$ cat src/rtl/mmio_uart_tx_if.sv
// Memory-stage store bus as seen by memory-mapped peripherals.
// The core drives it as master; peripherals decode it as slave.
interface mmio_uart_tx_if;
    logic        MemWriteM;
    logic [31:0] DataAdrM;
    logic [31:0] WriteDataM;

    modport master (output MemWriteM, output DataAdrM, output WriteDataM);
    modport slave  (input  MemWriteM, input  DataAdrM, input  WriteDataM);
endinterface

$ cat src/rtl/mmio_uart_tx.sv
// Memory-mapped UART transmitter: stores to UART_ADDR queue a byte in a TX FIFO,
// and an FSM sends each queued byte as an 8N1 frame on tx.
module mmio_uart_tx #(
    parameter logic [31:0] UART_ADDR    = 32'h0000_0400,
    parameter int unsigned CLKS_PER_BIT = 16,
    parameter int unsigned FIFO_DEPTH   = 8
) (
    input  logic                         clk,
    input  logic                         reset,
    mmio_uart_tx_if.slave                bus,
    output logic                         tx,
    output logic                         busy,
    output logic [$clog2(FIFO_DEPTH):0]  fifo_count,
    output logic [7:0]                   drop_count
);
    localparam int unsigned PTR_W  = $clog2(FIFO_DEPTH);
    localparam int unsigned CNT_W  = PTR_W + 1;
    localparam int unsigned BAUD_W = $clog2(CLKS_PER_BIT);

    localparam logic [1:0] IDLE  = 2'd0;
    localparam logic [1:0] START = 2'd1;
    localparam logic [1:0] DATA  = 2'd2;
    localparam logic [1:0] STOP  = 2'd3;

    logic [1:0]        state, state_d;
    logic [BAUD_W-1:0] baud, baud_d;
    logic [2:0]        bit_idx, bit_idx_d;
    logic [7:0]        shreg, shreg_d;
    logic [PTR_W-1:0]  wr_ptr, rd_ptr;
    logic [7:0]        mem [FIFO_DEPTH];
    logic              push_req, push_ok, pop;
    logic              fifo_empty, fifo_full, baud_done;
    logic              tx_d, busy_d;
    logic              unused_wdata_hi;

    assign unused_wdata_hi = ^bus.WriteDataM[31:8];

    // Full/empty come from the registered count, so a pop on a full FIFO frees the slot this edge.
    assign push_req   = bus.MemWriteM && (bus.DataAdrM == UART_ADDR);
    assign fifo_empty = (fifo_count == '0);
    assign fifo_full  = (fifo_count == CNT_W'(FIFO_DEPTH));
    assign push_ok    = push_req && (!fifo_full || pop);
    assign baud_done  = (baud == BAUD_W'(CLKS_PER_BIT - 1));

    // Frame sequencing; STOP pops directly into START so frames run back-to-back.
    always_comb begin
        state_d   = state;
        baud_d    = baud;
        bit_idx_d = bit_idx;
        shreg_d   = shreg;
        pop       = 1'b0;
        case (state)
            IDLE: begin
                if (!fifo_empty) begin
                    pop     = 1'b1;
                    shreg_d = mem[rd_ptr];
                    baud_d  = '0;
                    state_d = START;
                end
            end
            START: begin
                if (baud_done) begin
                    baud_d    = '0;
                    bit_idx_d = '0;
                    state_d   = DATA;
                end else begin
                    baud_d = baud + BAUD_W'(1);
                end
            end
            DATA: begin
                if (baud_done) begin
                    baud_d  = '0;
                    shreg_d = {1'b0, shreg[7:1]};
                    if (bit_idx == 3'd7) begin
                        state_d = STOP;
                    end else begin
                        bit_idx_d = bit_idx + 3'd1;
                    end
                end else begin
                    baud_d = baud + BAUD_W'(1);
                end
            end
            STOP: begin
                if (baud_done) begin
                    baud_d = '0;
                    if (!fifo_empty) begin
                        pop     = 1'b1;
                        shreg_d = mem[rd_ptr];
                        state_d = START;
                    end else begin
                        state_d = IDLE;
                    end
                end else begin
                    baud_d = baud + BAUD_W'(1);
                end
            end
            default: state_d = IDLE;
        endcase
    end

    // Line level and busy follow the current state, one cycle behind the FSM.
    always_comb begin
        tx_d = 1'b1;
        case (state)
            START:   tx_d = 1'b0;
            DATA:    tx_d = shreg[0];
            default: tx_d = 1'b1;
        endcase
        busy_d = (state != IDLE) || !fifo_empty;
    end

    always_ff @(posedge clk) begin
        if (reset) begin
            state   <= IDLE;
            baud    <= '0;
            bit_idx <= '0;
            shreg   <= '0;
            tx      <= 1'b1;
            busy    <= 1'b0;
        end else begin
            state   <= state_d;
            baud    <= baud_d;
            bit_idx <= bit_idx_d;
            shreg   <= shreg_d;
            tx      <= tx_d;
            busy    <= busy_d;
        end
    end

    always_ff @(posedge clk) begin
        if (reset) begin
            wr_ptr     <= '0;
            rd_ptr     <= '0;
            fifo_count <= '0;
            drop_count <= '0;
        end else begin
            if (push_ok) begin
                wr_ptr <= wr_ptr + PTR_W'(1);
            end
            if (pop) begin
                rd_ptr <= rd_ptr + PTR_W'(1);
            end
            case ({push_ok, pop})
                2'b10:   fifo_count <= fifo_count + CNT_W'(1);
                2'b01:   fifo_count <= fifo_count - CNT_W'(1);
                default: fifo_count <= fifo_count;
            endcase
            if (push_req && !push_ok && (drop_count != 8'hFF)) begin
                drop_count <= drop_count + 8'd1;
            end
        end
    end

    always_ff @(posedge clk) begin
        if (push_ok && !reset) begin
            mem[wr_ptr] <= bus.WriteDataM[7:0];
        end
    end
endmodule

$ cat src/flat_wrapper.sv
// flat-port wrapper written by rule: the top's interface ports become plain ports
module mmio_uart_tx_flat 
#(
    parameter logic [31:0] UART_ADDR    = 32'h0000_0400,
    parameter int unsigned CLKS_PER_BIT = 16,
    parameter int unsigned FIFO_DEPTH   = 8
)
  (clk, reset, tx, busy, fifo_count, drop_count, bus_MemWriteM, bus_DataAdrM, bus_WriteDataM);
  mmio_uart_tx_if bus_i ();
  input  logic clk;
  input  logic reset;
  output logic tx;
  output logic busy;
  output logic [$clog2(FIFO_DEPTH):0] fifo_count;
  output logic [7:0] drop_count;
  input wire logic [$bits(bus_i.MemWriteM)-1:0] bus_MemWriteM;
  input wire logic [$bits(bus_i.DataAdrM)-1:0] bus_DataAdrM;
  input wire logic [$bits(bus_i.WriteDataM)-1:0] bus_WriteDataM;
  assign bus_i.MemWriteM = bus_MemWriteM;
  assign bus_i.DataAdrM = bus_DataAdrM;
  assign bus_i.WriteDataM = bus_WriteDataM;
  mmio_uart_tx #(.UART_ADDR(UART_ADDR), .CLKS_PER_BIT(CLKS_PER_BIT), .FIFO_DEPTH(FIFO_DEPTH)) u_core (.clk(clk), .reset(reset), .bus(bus_i), .tx(tx), .busy(busy), .fifo_count(fifo_count), .drop_count(drop_count));
endmodule
$ cat config.mk
export PLATFORM = sky130hd
export DESIGN_NAME = mmio_uart_tx_flat
export DESIGN_NICKNAME = d
export VERILOG_FILES = /design/src/rtl/mmio_uart_tx_if.sv /design/src/rtl/mmio_uart_tx.sv /design/src/flat_wrapper.sv
export SDC_FILE = /design/constraint.sdc
export NUM_CORES = 1
export LEC_CHECK = 0
export BUFFER_PORTS_ARGS = -buffer_cell sky130_fd_sc_hd__buf_2
export CAP_MARGIN = 20
export CORE_ASPECT_RATIO = 2
export CORE_MARGIN = 5
export CORE_UTILIZATION = 42
export CTS_CLUSTER_SIZE = 20
export DETAILED_ROUTE_END_ITERATION = 16
export HOLD_SLACK_MARGIN = 0.06
export PLACE_DENSITY = 0.63
export SLEW_MARGIN = 20
export SYNTH_ARGS = -nofsm -noshare
export SYNTH_HDL_FRONTEND = slang
export SYNTH_SLANG_ARGS = --single-unit
$ cat constraint.sdc
create_clock -name clk -period 3 [get_ports clk]
set_clock_uncertainty 0.15 [all_clocks]
set_input_delay 0.75 -clock clk [delete_from_list [all_inputs] [get_ports clk]]
set_output_delay 0.75 -clock clk [all_outputs]
set_load 0.005 [all_outputs]
==> results of run 1 <==
[per-stage QoR]
step | instances | power (mW) | setup WS, ps | hold WS [ps] | area (um2)
2_1_floorplan | 341 | 1.60 | -90.4 | 321 | 4620
3_3_place_gp | 544 | 1.65 | -175 | 327 | 5170
3_5_place_dp | 544 | 1.66 | -234 | 343 | 5170
4_1_cts | 560 | 2.82 | 142 | 360 | 5470
5_1_grt | 560 | 2.88 | 5.71 | 395 | 5480
6_report | 560 | 2.78 | 205 | 352 | 5480
[layout make-up]
type | count | area (um2) | share of cell area [%]
Inverter | 7 | 26.3 | 0.480
Sequential cell | 104 | 2720 | 49.7
Clock inverter | 7 | 70.1 | 1.28
Tap cell | 140 | 175 | 3.20
Timing Repair Buffer | 76 | 430 | 7.86
Multi-Input combinational cell | 217 | 1830 | 33.4
Clock buffer | 9 | 225 | 4.11
[power by group]
group	internal (mW)	switching (mW)	leakage [nW]
logic	0.0435	0.0631	0.977
clock network	0.591	0.564	0.144
registers	1.52	0.00256	0.897
[state kept, by name, indices dropped and copies added, names as in the netlist, named ones only]
name / count
u_core.fifo_count: 4
u_core.bit_idx: 3
u_core.wr_ptr: 3
u_core.shreg: 8
u_core.drop_count: 8
u_core.mem: 64
u_core.busy: 1
u_core.baud: 4
u_core.state: 2
u_core.tx: 1
u_core.rd_ptr: 3
[critical path, stage by stage]
cell and delay, ps:
buf_2 100, nor4_1 290, nand3_1 180, nor3_4 210
and2b_1 240, ha_1 280, a21o_2 190, a21oi_2 130
nor3_1 60, a21oi_1 120, mux2_1 330
[what timing repair did]
item	4_1_cts	5_1_grt
gates resized for setup	0	2
hold buffers	0	0
endpoints found under the setup margin	0	1
[layout by cell type, fill, tap and decap left out, drive strengths merged, types with 4 or more instances in the layout]
master | Yosys | layout
nor4 | 12 | 12
nand2b | 6 | 6
nor2 | 47 | 47
nand3 | 7 | 7
nand2 | 11 | 11
nor2b | 5 | 5
inv | 7 | 12
a221oi | 5 | 5
dfxtp | 40 | 40
nand4 | 6 | 6
o21ai | 4 | 4
mux4 | 16 | 16
clkbuf | 10 | 9
edfxtp | 64 | 64
buf | 3 | 76
mux2 | 10 | 10
and3 | 5 | 5
ha | 14 | 14
xor2 | 8 | 8
nor3 | 9 | 9
mux2i | 6 | 6
a21oi | 12 | 12
[kinds of logic after synthesis]
family / count (synthesis) / share of synthesized area, %
AO/OA/AOI/OAI: 38 / 6.61
XOR/XNOR: 11 / 2.09
adder cells (fa/ha/maj): 15 / 4.24
buffers and inverters: 20 / 1.71
flip-flops: 104 / 59.2
multiplexers: 32 / 11.6
AND/OR/NAND/NOR: 121 / 14.6
[final timing paths]
check | start | to | slack, ps
setup reg to reg | u_core.baud[0] | u_core.fifo_count[3] | 300
hold reg to reg | u_core.drop_count[6] | u_core.drop_count[6] | 350
hold / removal | u_core.drop_count[6] | u_core.drop_count[6] | 350
setup / recovery | bus_DataAdrM[18] | u_core.fifo_count[3] | 210
[metal layers]
layer / track usage, % / up-vias / routed length (um)
met4: 7.06 / 0 / 217
met2: 27.0 / 40 / 5360
met5: 0 / - / 0
met1: 14.8 / 1474 / 3410
met3: 2.66 / 16 / 263
li1: - / 1454 / -
==> flow_summary.json, run 1 <==
{
  "htree_levels": 3,
  "finalHoldViolCount": 0,
  "final_max_slew_viol_count": 0,
  "ys_seq_area_share_pct": 59.2,
  "synth_area_per_cell_um2": 13.5,
  "antenna_found_initial": 0,
  "vias_per_cell": 5.33,
  "required_ps": 3090,
  "outcome": "complete, no violations",
  "crit_type": "in2reg",
  "clk_pin_slew_ps": 80,
  "worst_r2r_path_depth": 11,
  "portBuffers": 56,
  "grt_max_degree": 31,
  "crit_arrival_ps": 2890,
  "grt_first_pass_wirelength_um": 14600,
  "power_density_nw_per_um2": 507,
  "yosysMostFrequentCell": "edfxtp_1",
  "wire_per_inst_um": 16.5,
  "grt-ovfl-total": 0,
  "synthTopCellsByArea": "edfxtp_1, dfxtp_1, mux4_2",
  "drive_gt1_share_pct": 31.4,
  "core-area_um2": 10800,
  "fillers": 973,
  "postSynthCellCount": 341,
  "grt_pass1_vias": 3031,
  "worst-path-max-fanout": 4,
  "post-route-period-util_pct": 93.2,
  "drc": 0,
  "dr.pass1.iters": 4,
  "rsz0062_at_grt": "false",
  "cts-root-buf": "clkbuf_16",
  "slew_headroom_pct": 43.9,
  "vias": 2984,
  "clock_latency_ps": 350,
  "drtIter0Drc": 128,
  "whs_path_depth": 2,
  "area_growth_pct": 19.1,
  "yosys.area.top_type_share_pct": 41.8,
  "tightest_slew_ps": 838,
  "rows": 54,
  "synth-seq-cells": 104,
  "maxCapViolCount": 0,
  "synth_top_flop_cell": "edfxtp_1",
  "p_leak_nw": 2.02,
  "place.gp.congestion": 0.797,
  "synth_cell_types": 51,
  "max_freq_mhz": 358,
  "yosysTopAreaCell": "edfxtp_1",
  "initial_core_util_pct": 42.6,
  "die_area_um2": 13300,
  "fin_setup_tns_ps": 0,
  "routed_wl_um": 9250,
  "cts.sinks": 104,
  "die_y_um": 158,
  "yosysWarningCount": 0,
  "cp-end-kind": "register",
  "startpoint_type": "primary input",
  "min_period_ps": 2790,
  "utilization_pct": 50.7,
  "grtUsageTotal_pct": 14.2,
  "cts_setup_buffers": 0,
  "synthTopCellsByCount": "edfxtp_1, nor2_1, dfxtp_1, mux4_2, ha_1",
  "hp-class": "reg2reg",
  "ant_nets": 0,
  "setup_violations": 0,
  "die_x_um": 84.0,
  "synth-async-reset-ratio_pct": 0,
  "num_io_pins": 81,
  "cts_tree": "yes",
  "finalNetCount": 497,
  "cts_buffers": 9,
  "dp_hpwl_um": 6640,
  "n_antenna_cell": 0,
  "synth_edf_count": 64,
  "clockBufferDepth": 2,
  "synthesis.nets": 423,
  "syn_area_um2": 4600,
  "ir_drop_v": 0.000385
}
(Power assumes the default switching activity.)
==> run 2, diff against run 1 <==
CORE_MARGIN = 2   (was 5)
==> run 2 against run 1 <==
  * Utilization grew 0.21 points
  * Largest cell class unchanged
  * First-iteration DRC count increased by 6.3%
  * Setup slack lost 83 ps
  * Fmax is 2.9% lower
==> flow_summary.json, run 2 (same netlist as run 1, synthesis figures left out) <==
{
  "crit_arrival_ps": 2960,
  "rows": 54,
  "power_frac_seq_pct": 53.7,
  "die_area_um2": 11900,
  "switching_share_pct": 21.4,
  "initial_core_util_pct": 42.6,
  "cp-end-kind": "register",
  "design_area_um2": 5500,
  "ant_nets": 0,
  "whs_path_depth": 2,
  "utilization_pct": 50.9,
  "power_frac_comb_pct": 3.8,
  "grt_pass1_vias": 3147,
  "setup_ws_ps": 122,
  "die_y_um": 152,
  "regMostFlops": "u_core.mem",
  "final_max_slew_viol_count": 0,
  "core-area_um2": 10800,
  "crit_type": "in2reg",
  "dr.pass1.iters": 4,
  "final_common_cell": "edfxtp_1",
  "p_int_mw": 2.22,
  "ctsHoldBuffers": 0,
  "slew_headroom_pct": 44.3,
  "drc": 0,
  "dp_hpwl_um": 6440,
  "grt_first_pass_wirelength_um": 15200,
  "outcome": "complete, no violations",
  "wire_per_inst_um": 16.3,
  "die_x_um": 78.0,
  "post-route-period-util_pct": 95.9,
  "total_power_mw": 2.83,
  "grtUsageTotal_pct": 16.7,
  "drtIter0Drc": 136,
  "detailed_place.area_um2": 5180,
  "cts.sinks": 104,
  "rsz0062_at_grt": "false",
  "htree_levels": 3,
  "cts_setup_buffers": 0,
  "vias": 2948,
  "worst-path-max-fanout": 4,
  "n_antenna_cell": 0,
  "layout_common_cells": "edfxtp_1, buf_2, nor2_1",
  "clock_latency_ps": 350,
  "vias_per_cell": 5.25,
  "cts-root-buf": "clkbuf_16",
  "tightest_slew_ps": 832,
  "startpoint_type": "primary input",
  "largest_reg_flops": 64,
  "power_frac_clock_pct": 42.5,
  "finalHoldViolCount": 0,
  "required_ps": 3080,
  "power_density_nw_per_um2": 515,
  "worstHoldStart": "u_core.drop_count[6]",
  "place.gp.congestion": 0.791,
  "drive_gt1_share_pct": 31.6,
  "ir_drop_v": 0.000345,
  "maxCapViolCount": 0,
  "top_regs": "u_core.mem: 64 flops, u_core.drop_count: 8 flops, u_core.shreg: 8 flops",
  "cts_buffers": 9,
  "rr_startpoint": "u_core.state[0]",
  "portBuffers": 56,
  "area_growth_pct": 19.6,
  "clk_pin_slew_ps": 70,
  "grt-ovfl-total": 0,
  "worst_r2r_path_depth": 10,
  "grt_max_degree": 33,
  "min_period_ps": 2880,
  "hp-class": "reg2reg",
  "pre_cts_slack_ps": -249,
  "clockBufferDepth": 2,
  "finalNetCount": 498,
  "cp-startpoint": "bus_DataAdrM[0]",
  "num_io_pins": 81,
  "cts_tree": "yes",
  "routed_wl_um": 9170,
  "antenna_found_initial": 0,
  "max_freq_mhz": 347,
  "switchingPower_uw": 605,
  "setup_violations": 0,
  "p_leak_nw": 2.02
}
[run 2: final timing paths]
kind	endpoint	slack (ps)
hold reg to reg	u_core.drop_count[6]	350
setup / recovery	u_core.fifo_count[3]	120
setup reg to reg	u_core.fifo_count[3]	240
hold / removal	u_core.drop_count[6]	350
[run 2: area by class of cell]
class | count | area, um2
fill | 957 | 5310
sequential | 104 | 2720
multi-input combinational | 217 | 1830
timing repair buffer | 77 | 438
clock buffer | 9 | 225
tap | 140 | 175
clock inverter | 7 | 85.1
inverter | 7 | 26.3
[run 2: through the flow]
stage,hold WS (ps),setup TNS [ps],cells
finish,346,0,561
CTS,350,0,561
global placement,323,-179,545
global route,393,0,561
detailed placement,340,-249,545
floorplan,321,-90.4,341
[run 2: power groups by stage]
stage          registers (mW)  clock network (mW)  logic [mW]
4_1_cts                  1.52                1.24       0.107
3_5_place_dp             1.55                   0       0.107
2_1_floorplan            1.55                   0      0.0485
6_report                 1.52                1.20       0.107
5_1_grt                  1.52                1.30       0.121
3_3_place_gp             1.55                   0       0.102
[run 2: repair_timing]
action | CTS | global route
gates resized for setup | 0 | 2
endpoints found under the setup margin | 0 | 1
hold endpoints to repair | 0 | 0
[run 2: worst max-delay path, cell delays in order]
cell	delay (ps)
buf_2	110
nor4_2	270
nand4_1	190
nor3_4	240
and2b_1	240
ha_1	280
a21o_2	190
a21oi_2	140
nor3_1	60
a21oi_1	150
mux2_1	340
[run 2: layer usage]
layer,track usage [%],vias up,wire length (um)
met2,30.8,27,5290
met3,2.20,12,156
met1,18.0,1459,3510
met5,0,-,0
met4,9.02,0,214
li1,-,1450,-
